**src/rtl/embedded_io_bank.sv**
```systemverilog
// ---------------------------------------------------------------------------
// embedded_io_bank
//
// Multi-channel IO bank between SoC pads and eFPGA fabric IO. Each channel
// has a 2-bit runtime mode:
//   00 bypass            : everything combinational (legacy single-pad cell)
//   01 registered input  : SOC_IN -> FPGA_IN through a SYNC_STAGES synchroniser
//   10 registered output : SOC_OUT / SOC_DIR registered, with OE turnaround
//   11 both registered
// GLOBAL_EN=0 forces all pads into a safe input state (no drive, zero data).
//
// Ports:
//   CLK, RST_N          clock (rising edge), asynchronous active-low reset
//   GLOBAL_EN           1 = operational, 0 = safe state
//   CFG_WE/ADDR/MODE    per-channel mode write; out-of-range addresses ignored
//   SOC_IN              pad input data
//   SOC_OUT, SOC_DIR    pad output data and direction (1 = drive)
//   FPGA_IN             data to fabric
//   FPGA_OUT, FPGA_DIR  data and direction request from fabric
// ---------------------------------------------------------------------------
module embedded_io_bank #(
  parameter int NUM_CH      = 8,
  parameter int SYNC_STAGES = 2,
  parameter int TURNAROUND  = 2,
  localparam int AW         = (NUM_CH > 1) ? $clog2(NUM_CH) : 1
) (
  input  logic              CLK,
  input  logic              RST_N,
  input  logic              GLOBAL_EN,
  input  logic              CFG_WE,
  input  logic [AW-1:0]     CFG_ADDR,
  input  logic [1:0]        CFG_MODE,
  input  logic [NUM_CH-1:0] SOC_IN,
  output logic [NUM_CH-1:0] SOC_OUT,
  output logic [NUM_CH-1:0] SOC_DIR,
  output logic [NUM_CH-1:0] FPGA_IN,
  input  logic [NUM_CH-1:0] FPGA_OUT,
  input  logic [NUM_CH-1:0] FPGA_DIR
);

  localparam logic [3:0] TA_LOAD = 4'(TURNAROUND);

  // mode[i][0] selects the registered input path, mode[i][1] the registered
  // output/direction path.
  logic [1:0]        mode   [NUM_CH];
  logic [NUM_CH-1:0] sync_q [SYNC_STAGES];
  logic [NUM_CH-1:0] out_q;
  logic [NUM_CH-1:0] dir_q;
  logic [3:0]        ta_cnt [NUM_CH];

  always_ff @(posedge CLK or negedge RST_N) begin
    if (!RST_N) begin
      for (int i = 0; i < NUM_CH; i++) begin
        mode[i]   <= 2'b00;
        ta_cnt[i] <= 4'd0;
      end
      for (int s = 0; s < SYNC_STAGES; s++) begin
        sync_q[s] <= '0;
      end
      out_q <= '0;
      dir_q <= '0;
    end else begin
      // Decoding by equality against every channel index means addresses
      // >= NUM_CH simply match nothing.
      for (int i = 0; i < NUM_CH; i++) begin
        if (CFG_WE && (CFG_ADDR == AW'(i))) begin
          mode[i] <= CFG_MODE;
        end
      end

      // Datapath registers run in every mode so switching modes never
      // needs a flush; the first registered value is already-captured data.
      sync_q[0] <= SOC_IN;
      for (int s = 1; s < SYNC_STAGES; s++) begin
        sync_q[s] <= sync_q[s-1];
      end
      out_q <= FPGA_OUT;

      // Turnaround guard: a sampled 0 (or disabled bank) drops drive at once
      // and reloads the counter; drive is granted only once the counter has
      // drained, i.e. after TURNAROUND+1 consecutive sampled 1s.
      for (int i = 0; i < NUM_CH; i++) begin
        if (!GLOBAL_EN || !FPGA_DIR[i]) begin
          ta_cnt[i] <= TA_LOAD;
          dir_q[i]  <= 1'b0;
        end else if (ta_cnt[i] != 4'd0) begin
          ta_cnt[i] <= ta_cnt[i] - 4'd1;
          dir_q[i]  <= 1'b0;
        end else begin
          dir_q[i]  <= 1'b1;
        end
      end
    end
  end

  always_comb begin
    FPGA_IN = '0;
    SOC_OUT = '0;
    SOC_DIR = '0;
    for (int i = 0; i < NUM_CH; i++) begin
      FPGA_IN[i] = GLOBAL_EN & (mode[i][0] ? sync_q[SYNC_STAGES-1][i] : SOC_IN[i]);
      SOC_OUT[i] = GLOBAL_EN & (mode[i][1] ? out_q[i] : FPGA_OUT[i]);
      SOC_DIR[i] = GLOBAL_EN & (mode[i][1] ? dir_q[i] : FPGA_DIR[i]);
    end
  end

endmodule
```
**config.mk**
```make
export PLATFORM = sky130hd
export DESIGN_NAME = embedded_io_bank
export DESIGN_NICKNAME = d
export VERILOG_FILES = /design/src/rtl/embedded_io_bank.sv
export SDC_FILE = /design/constraint.sdc
export NUM_CORES = 1
export LEC_CHECK = 0
export ABC_AREA = 1
export CELL_PAD_IN_SITES_DETAIL_PLACEMENT = 1
export CELL_PAD_IN_SITES_GLOBAL_PLACEMENT = 1
export CORE_MARGIN = 1
export CORE_UTILIZATION = 40
export DETAILED_ROUTE_END_ITERATION = 7
export PLACE_DENSITY = 0.91
export SLEW_MARGIN = 15
export SYNTH_ARGS = -nofsm -noshare
export SYNTH_HDL_FRONTEND = slang
export SYNTH_SLANG_ARGS = --single-unit
```
**constraint.sdc**
```tcl
create_clock -name CLK -period 1.4 [get_ports CLK]
set_clock_uncertainty 0.05 [all_clocks]
set_input_delay 0.28 -clock CLK [delete_from_list [all_inputs] [get_ports CLK]]
set_output_delay 0.28 -clock CLK [all_outputs]
set_load 0.01 [all_outputs]
```
# ---- Yosys cells after proc, flatten, opt, wreduce, memory -nomap -nowiden
# Cells that the tools add are included.
dict set report word_totals {
  ff_bits 80
  latch_bits 0
  mem_bits_rw 0
  romBits 0
  inputBits 33
  out_inout_bits 24
  wordCells 157
  mem_count 0
}
dict set report classes {
  add_sub_neg 8
  multipliers 0
  n_div 0
  magnitude_cmp 0
  n_eq_ne 7
  shift 0
  n_mux 56
  bitwise_logic 24
  reduce_logical 42
}
# cell count
set op_table {}
lappend op_table {{two-way mux 4 bit} 16}
lappend op_table {{two-way mux 1 bit} 40}
lappend op_table {{nonzero test 4 bit} 8}
lappend op_table {{subtractor 4 x 1 -> 4 bit, second input constant} 8}
lappend op_table {{AND 1 bit} 24}
lappend op_table {{nonzero test 2 bit} 8}
lappend op_table {{== test 3 bit, second input constant} 4}
lappend op_table {{logical NOT 1 bit} 9}
lappend op_table {{logical AND 1 bit} 8}
lappend op_table {{logical OR 1 bit} 8}
lappend op_table {{== test 3 x 2 -> 1 bit, second input constant} 2}
lappend op_table {{== test 3 x 1 -> 1 bit, second input constant} 1}
lappend op_table {{logical NOT 3 bit} 1}

# ---- Depth between registers and ports, before layout
# Gate-level depths: netlist (run 1).
dict set report depth {
  word_depth 3
  ltp_mapped 7
  depth_no_buf 7
}

# ---- Worst setup path after synthesis (run 1)
# No wires, ideal clock.
dict set report synth_timing {
  path_kind {register -> register}
  from {register ta_cnt[0] (netlist bit)}
  to {register ta_cnt[1] (netlist bit)}
  setup_ns 0.116
  arrival_ns 0.977
  t_required_ns 1.234
  slack_ns 0.257
  stages_incl_launch_ff 8
  cell_sequence {dfrtp_1 -> inv_1 -> ha_1 -> inv_1 -> nor2_1 -> nand2_1 -> nand2_1 -> nand2_1}
}
dict set report synth_between {
  elab_chain_cells 3
  word_cells_on_any_way 5
}
# element line_no
set synth_lines {}
lappend synth_lines {{from (decl)} 49} ;# logic [3:0] ta_cnt [NUM_CH];
lappend synth_lines {{from (signal, indexed assignment)} 87} ;# ta_cnt[i] <= ta_cnt[i] - 4'd1;
lappend synth_lines {{subtractor 4 x 1 -> 4 bit} 87}
lappend synth_lines {{two-way mux 4 bit} 86} ;# end else if (ta_cnt[i] != 4'd0) begin
lappend synth_lines {{two-way mux 4 bit} 83} ;# if (!GLOBAL_EN || !FPGA_DIR[i]) begin
# Several ways; a longest one is shown, not always the timed one. The select of a mux whose other input is x is not followed.
# A chain may end at the register's enable or synchronous reset.

# ---- Final worst setup path (run 1)
dict set report layout_timing {
  from {register mode[11] (netlist bit)}
  to {output SOC_DIR[2]}
}
dict set report layout_between {
  elab_chain_cells 2
}
# element line_no
set layout_lines {}
lappend layout_lines {{from (decl)} 45} ;# logic [1:0] mode [NUM_CH];
lappend layout_lines {{from (signal, indexed assignment)} 54} ;# mode[i] <= 2'b00;
lappend layout_lines {{from (signal, indexed assignment)} 67} ;# mode[i] <= CFG_MODE;
lappend layout_lines {{two-way mux 1 bit} 103} ;# SOC_DIR[i] = GLOBAL_EN & (mode[i][1] ? dir_q[i] : FPGA_DIR[i]);
lappend layout_lines {{AND 1 bit} 103}
lappend layout_lines {{to (decl)} 35} ;# output logic [NUM_CH-1:0] SOC_DIR,
# No other way between the ends.

==> results by stage, run 1 <==
Setup path:
- The signal on the critical path passes through buf_6 -> o21ai_2 -> nor2_1 -> buf_2.
- The type of the setup path with the least slack is reg -> out.
- The required arrival time at the worst endpoint is 1.07 ns.
- The slowest stage of the critical path belongs to the cell sky130_fd_sc_hd__dfrtp_1.
- For this run, the slowest stage of the critical path takes 0.43 ns.
- The kind of cell with the highest combined delay on the critical path is flip-flops.
- The signal arrival time at the worst endpoint is 1.21 ns.
- The launching element type of the critical path is a flip-flop.
- The number of buffers and inverters on the critical path is 2.
- STA classifies the critical path endpoint as a primary output.
- Of all nets on the critical path, the largest fanout is 3.

STA:
- Setup violations remaining at the end of the flow were counted as 23.
- Setup repair after global routing could not meet its margin everywhere.
- In the finished design, the share of the clock period the worst path needs comes to 1.10.
- The smallest setup slack after layout is -0.141 ns.
- The worst pin sits at a relative slew slack of 0.704.
- The number of hold violations in the final report is 0.
- The max-slew violation count is 0.
- The worst hold margin is 0.127 ns.
- The final period demand of the worst path is 1.54 ns.
- Based on the critical path, the design can be clocked at up to 649 MHz.
- The transition at the pin with the smallest max-transition slack is 0.444 ns.

Floorplanning:
- After floorplanning, the core was sized to cover 8850 sq um.
- The top-level I/O count is 57.
- The chip height is 98.4 um.
- Row generation in the floorplan step produced 34 rows.
- The width of the die is 98.4 um.
- The initial core utilization is 0.420.
- The floorplan step defined a die boundary enclosing 9690 sq um.

Logic synthesis:
- Of the total synthesized cell area, the portion taken by AND, OR, NAND and NOR gates is 0.249.
- The compound-cell area share of the yosys netlist is 0.0632.
- The XOR/XNOR share of the synthesized area is 0.0188.
- The synthesized cell area is 3720 sq um.
- The share of the Yosys chip area taken by registers is 0.538.
- The cell count after synthesis came out at 457.
- The net count after synthesis is 506.
- The netlist uses 14 different library cells.
- The dominant combinational cell family by area after synthesis is simple AND/OR/NAND/NOR gates.
- The synthesized area divided by synthesized cell count is 8.14 sq um.
- The synthesized-area fraction occupied by adder cells is 0.0538.
- Of the post-synthesis cell area, the part taken by muxes is 0.
- The number of flip-flops and latches in the synthesized netlist is 80.
- During synthesis, Yosys emitted a total of 0 warnings.

Clock network:
- TritonCTS built the clock tree.
- The maximum clock path buffer count is 2.
- The number of H-tree branching levels is 3.
- Clock-pin slew was measured on the worst setup and hold paths at 0.08 ns.
- The TritonCTS buffer count is 9.
- The clock tree root buffer cell is sky130_fd_sc_hd__clkbuf_8.
- The clock latency reported for the late side of the worst-skew pair is 0.36 ns.
- The clock net sink count is 80.

Status:
- The final reports fail on design-rule violations, negative setup slack.
- The run finished, with violations left.

Global route:
- The total track usage is 0.237.
- Entering global routing, the biggest net connects 81 pins.
- After global routing the overflow that remains totals 0.
- The first global-routing pass estimated 17.9 mm of wire.
- The number of global-route vias before repair is 3,781.
- The initial antenna violation count was 0.

Cells and area:
- In the layout the commonest cells are sky130_fd_sc_hd__nand2_1, sky130_fd_sc_hd__dfrtp_1, sky130_fd_sc_hd__nor2_1.
- The number of nets in the final layout is 601.
- In the final layout, the multi-input gates occupy 1510 sq um.
- The number of non-filler instances in the completed layout is 664.
- The fraction of layout cells with a size suffix above 1 is 0.210.
- The total of fill cells in the finished design is 1,095.
- The area of all placed cells without fillers is 4840 sq um.
- 0 antenna diodes ended up in the layout.
- The sequential standard cell area is 2010 sq um.
- The library cell used most frequently in the layout, excluding fill and tap cells, is sky130_fd_sc_hd__nand2_1.
- Compared with the post-synthesis result, the final layout area differs by 30.2%.

Route:
- After detailed routing, the number of remaining DRC violations is 3.
- The routed layout has 3,351 vias.
- After detailed routing, the number of vias per cell comes to 5.05.
- The count of nets left with antenna violations after detail routing is 0.
- The first TritonRoute pass finished after 6 iterations.
- After detailed routing, the total wire length is 10.9 mm.
- After detailed routing, the average wire length per cell comes to 16.4 um.
- After the first detailed-routing iteration, the DRC count stood at 128.

Placed design:
- Prior to clock tree synthesis, the placed netlist has a worst setup slack of -0.746 ns.
- The area of placed instances is 4540 sq um.
- The final weighted congestion in routability-driven placement is 0.799.
- The number of placed instances, taps included, is 634.
- Input and output buffers added on the ports amount to 56.
- The detailed-placement wirelength estimate is 7.10 mm.

Pwr:
- The post-route total power is 5.74 mW.
- In this run the static leakage power is 2.57 nW.
- The total power divided by cell area is 1180 nW/um^2.
- The worst-case IR drop observed on VDD is 0.677 mV.

Flow run:
- The number of max-cap violations is 0.

Worst hold path:
- In this run the worst hold path is classified as in -> reg.
==> logic make-up after synthesis <==
logic type | count (synthesis)
flops | 80
xor+xnor | 8
buf+inv | 74
simple gates | 232
compound gates | 47
fa+ha+maj | 16
==> final cells by class <==
class	count	share of cell area
sequential	80	0.414
inverter	71	0.0555
timing repair buffer	87	0.152
tap	108	0.0279
clock inverter	4	0.00930
clock buffer	11	0.0292
multi-input combinational	303	0.312
==> registers in the layout (all words and copies together), names as in the netlist <==
signal	flops
ta_cnt	32
dir_q	8
out_q	8
mode	16
sync_q	16
==> what timing repair did <==
action / in CTS / in global routing
pin swaps: 15 / 9
hold endpoints to repair: 80 / 0
cloned: 1 / 0
setup endpoints to repair: 25 / 35
buffers inserted: 11 / 2
hold buffers: 1 / 0
resized for setup: 139 / 38
==> power by group <==
part | total, mW | switching, mW | internal (mW)
Sequential | 2.71 | 0.203 | 2.51
Clock | 1.73 | 0.878 | 0.857
Combinational | 1.29 | 0.706 | 0.584
==> layer usage <==
layer	part of all wire	track usage
met5	0	0
met4	0.032	0.109
met3	0.031	0.0397
met2	0.54	0.447
met1	0.40	0.260
==> synthesized netlist by cell type, drive strengths merged <==
master	n	area share
o21ai	40	0.054
nand3	32	0.043
a21oi	7	0.0094
buf	2	0.0044
nor2	87	0.091
dfrtp	80	0.54
clkbuf	1	0.0010
inv	71	0.072
xnor2	8	0.019
nand2	113	0.11
ha	16	0.054
==> final timing paths <==
path	start	endpoint	slack [ns]	cells past startpoint
worst max-delay path	mode[11]	SOC_DIR[2]	-0.14	4
worst min-delay path	SOC_IN[0]	sync_q[8]	0.13	1
worst max register to register	ta_cnt[5]	ta_cnt[5]	0.04	7
worst min register to register	sync_q[14]	sync_q[6]	0.31	0
max in group asynchronous	RST_N	mode[5]	0.48	3
min in group asynchronous	RST_N	ta_cnt[28]	0.42	3
==> through the flow <==
stage                     TNS (ns)   util
final                        -1.43  0.548
after global routing         -3.23  0.548
after CTS                    -1.59  0.536
after detailed placement    -23.79  0.513
after global placement      -19.37  0.513
after floorplan                  0      -
(Power assumes the default switching activity.)
==> inputs of run 2 (changes only) <==
--- a/config.mk
+++ b/config.mk
@@ -5,12 +5,11 @@
 export SDC_FILE = /design/constraint.sdc
 export NUM_CORES = 1
 export LEC_CHECK = 0
-export ABC_AREA = 1
-export CELL_PAD_IN_SITES_DETAIL_PLACEMENT = 1
-export CELL_PAD_IN_SITES_GLOBAL_PLACEMENT = 1
+export ABC_AREA = 0
 export CORE_MARGIN = 1
-export CORE_UTILIZATION = 40
+export CORE_UTILIZATION = 54
 export DETAILED_ROUTE_END_ITERATION = 7
+export GPL_TIMING_DRIVEN = 1
 export PLACE_DENSITY = 0.91
 export SLEW_MARGIN = 15
 export SYNTH_ARGS = -nofsm -noshare
==> run 2 against run 1 <==
The run still ends with design-rule violations, negative setup slack left. Hold slack better by 0.16 ns. Total power increased by 11%. Sequential share of layout area down 5.7 points. Clock-buffer cell count increased by 2. Sequential power about the same. Sequential cell count unchanged. Wire length grew 31%. Largest cell class unchanged.
==> results by stage, run 2 <==
Status:
- The run finished, with violations left.
- The checks that failed: design-rule violations, negative setup slack.

Cells and area:
- Leaving out fill and tap cells, the most frequent cell in the layout is sky130_fd_sc_hd__buf_4.
- The number of non-filler instances in the completed layout is 556.
- The register bank with the most flops is ta_cnt.
- In the layout the commonest cells are sky130_fd_sc_hd__buf_4, sky130_fd_sc_hd__dfrtp_1, sky130_fd_sc_hd__nor2_1.
- The fraction of layout cells with a size suffix above 1 is 0.452.
- The area of all placed cells without fillers is 5610 sq um.
- The number of nets in the final layout is 522.
- The register with the most flip-flops in the layout has 32 of them.
- At the end of the flow the core is filled with cells to 0.868.
- In the final layout, the registers with the most flip-flops are ta_cnt x32, mode x16, sync_q x16.
- The relative area change from synthesis to final layout is 51.9%.

Global route:
- The largest net degree at the start of global routing is 32.
- The total track usage is 0.351.
- The initial antenna violation count is 1.
- The first global-routing pass estimated 18.4 mm of wire.
- The total congestion overflow is 0.
- The number of global-route vias before repair came to 3,415.

Setup path:
- The required arrival time at the worst endpoint is 1.07 ns.
- The worst setup path startpoint is mode[15].
- The capturing element type of the critical path is a primary output.
- The type of the setup path with the least slack is reg -> out.
- The maximum fanout along the worst path is 3.
- For this design, the slowest cell found on the critical path is sky130_fd_sc_hd__dfrtp_1.
- The critical register-to-register path endpoint is ta_cnt[0].
- The worst reg2reg path startpoint is ta_cnt[1].
- Walking the worst path, the cells encountered are mux2i_1 -> nor2b_1 -> buf_2.
- The launching element type of the critical path is a flip-flop.
- For flop-to-flop paths, the worst setup slack is -0.22 ns.
- Measured in cells, the most critical reg-to-reg path has a length of 5.
- For this run, the slowest stage of the critical path takes 0.44 ns.
- For the worst setup path, the data arrival time is 1.44 ns.
- In this run the worst setup path terminates at SOC_DIR[0].

Logic synthesis:
- Sorting the synthesized cells by area gives the leading types as sky130_fd_sc_hd__dfrtp_1, sky130_fd_sc_hd__mux2i_1, sky130_fd_sc_hd__ha_1, sky130_fd_sc_hd__nor2b_1, sky130_fd_sc_hd__mux2_1.
- The synthesis warning total is 0.
- A synthesized cell averages 11.8 sq um.
- The number of nets in the synthesized netlist is 363.
- The share of the yosys chip area belonging to registers is 0.542.
- Of all flip-flops after synthesis, the portion carrying an async set or reset was 1.00.
- The cell accounting for the most synthesized area is sky130_fd_sc_hd__dfrtp_1.
- The number of flip-flops and latches in the synthesized netlist is 80.
- Yosys mapped a number of flops with a built-in enable equal to 0.
- The share of synthesized area in the top cell type comes to 0.542.
- The synthesized cell area is 3690 sq um.
- The most repeated cell in the gate-level netlist after synthesis is sky130_fd_sc_hd__dfrtp_1.
- For this run, the leading register cell type out of synthesis is sky130_fd_sc_hd__dfrtp_1.
- In this run, distinct cell masters in the synthesized netlist total 25.
- Sorting the synthesized cells by how often they occur yields sky130_fd_sc_hd__dfrtp_1, sky130_fd_sc_hd__nor2_1, sky130_fd_sc_hd__mux2i_1, sky130_fd_sc_hd__nor2b_1.
- The number of cells produced by synthesis is 314.

Floorplanning:
- The top-level I/O count is 57.
- The number of core rows is 29.
- The width of the die is 84.7 um.
- The initial utilization of the core area, before any placement, comes to 0.572.
- The die covers 7170 sq um.
- The core area is 6460 sq um.
- The chip height is 84.7 um.

Clock network:
- The maximum clock path buffer count is 2.
- The TritonCTS buffer count is 9.
- The tree is rooted in a sky130_fd_sc_hd__clkbuf_8.
- The H-tree was split into 3 levels.
- Counting every sink on the clock net gives 80.
- The clock latency reported for the late side of the worst-skew pair is 0.39 ns.
- After clock tree synthesis, the clock-pin slew on the worst setup and hold paths is 0.09 ns.
- The TritonCTS clock tree is done.

Placed design:
- At the end of routability-driven placement, the weighted congestion stood at 0.834.
- The number of placed instances, taps included, is 493.
- The post-placement setup slack is -0.692 ns.
- The area of placed instances is 4750 sq um.
- The count of buffers from port buffering is 56.
- Summed over all nets, the half-perimeter wirelength after detailed placement is 5.98 mm.

Route:
- The average routed wire per standard cell is 25.7 um.
- The number of DRC violations after detailed routing is 4.
- The first TritonRoute pass finished after 7 iterations.
- The routed layout has 3,551 vias.
- The count of nets left with antenna violations after detail routing is 0.
- The iteration-0 DRC count of the detailed router is 350.
- The total routed wirelength is 14.3 mm.
- In the routed layout, each cell is associated on average with a via count of 6.39.

STA:
- The number of endpoints failing setup at the final stage is 41.
- The max-slew violation count is 0.
- For the pin with the worst max-slew slack, the measured transition is 0.412 ns.
- Dividing the final minimum period by the clock period gives 1.26.
- Measured against its own limit, the worst slew margin works out to 0.725.
- Setup repair after global routing could not meet its margin everywhere.
- The number of hold violations in the final report came to 0.
- Subtracting the final worst setup slack from the clock period gives 1.77 ns.
- The maximum clock rate is 565 MHz.
- The smallest setup slack after layout is -0.370 ns.

Pwr:
- The static leakage is 2.66 nW.
- The highest ir drop seen on vdd is 1.17 mV.
- The total power divided by cell area is 1140 nW/um^2.

Flow run:
- The number of max-cap violations is 0.

Worst hold path:
- The class of the most critical hold timing path is in -> async.
-- run 2: cell types whose count changed after synthesis, moves of 14 or more --
cell,before,now
sky130_fd_sc_hd__mux2i_1,0,32
sky130_fd_sc_hd__o21ai_0,40,0
sky130_fd_sc_hd__nor2_1,82,36
sky130_fd_sc_hd__nand3_1,32,0
sky130_fd_sc_hd__nor3_1,0,16
sky130_fd_sc_hd__mux2_1,0,14
sky130_fd_sc_hd__nand2_1,112,9
sky130_fd_sc_hd__nor2b_1,0,32
sky130_fd_sc_hd__inv_1,71,16
-- run 2: what timing repair did --
action	CTS	global route
hold endpoints to repair	19	0
buffers inserted	32	12
endpoints found under the setup margin	44	53
resized for setup	146	52
cloned	1	0
hold buffers	1	0
pin swaps	7	13
-- run 2: worst max-delay path, delay by kind of cell, from the launching register on --
kind | cells | cell delay (ns)
multiplexers | 1 | 0.18
AND/OR/NAND/NOR | 1 | 0.24
flip-flops | 1 | 0.44
buffers and inverters | 1 | 0.19
-- run 2: per-layer routing --
layer,wire length (um),share of wire,global-route usage,up-vias
met5,13,0.00091,0,-
met4,1270,0.089,0.197,2
met3,1380,0.096,0.0649,127
met2,6640,0.46,0.609,333
met1,5000,0.35,0.410,1705
li1,-,-,-,1384
-- run 2: worst min path at each step --
stage,end,slack (ns),cells past startpoint
global route,sync_q[0],0.31,0
global placement,out_q[0],0.14,1
detailed placement,out_q[0],0.15,1
finish,out_q[0],0.29,2
CTS,sync_q[0],0.30,0
floorplan,dir_q[0],-0.07,0
-- run 2: per-stage QoR --
stage	total power, mW	TNS (ns)	hold slack (ns)
finish	6.37	-6.54	0.291
global route	6.51	-7.45	0.311
CTS	5.85	-3.10	0.304
detailed placement	3.86	-24.27	0.150
global placement	3.77	-21.72	0.144
floorplan	3.25	0	-0.0656
-- run 2: power by group --
group	internal, mW	total (mW)	switching, mW
Combinational	0.965	1.79	0.829
Clock	0.920	1.86	0.943
Sequential	2.51	2.72	0.209
Total	4.39	6.37	1.98
-- run 2: cells by family after synthesis --
kind of cell	count (synthesis)	share of synthesized area
AND/OR/NAND/NOR	126	0.199
XOR/XNOR	8	0.0190
buffers and inverters	20	0.0207
multiplexers	48	0.136
flip-flops	80	0.542
adder cells (fa/ha/maj)	16	0.0542
AO/OA/AOI/OAI	16	0.0298
-- run 2: final cells by class --
type,instances,area (sq um)
diodes,1,2.50
clock buffers,13,159
clock inverters,3,40.0
fillers,270,850
inverters,16,60.1
multi-input cells,214,1980
flip-flops and latches,80,2000
well taps,77,96.3
repair buffers,152,1260
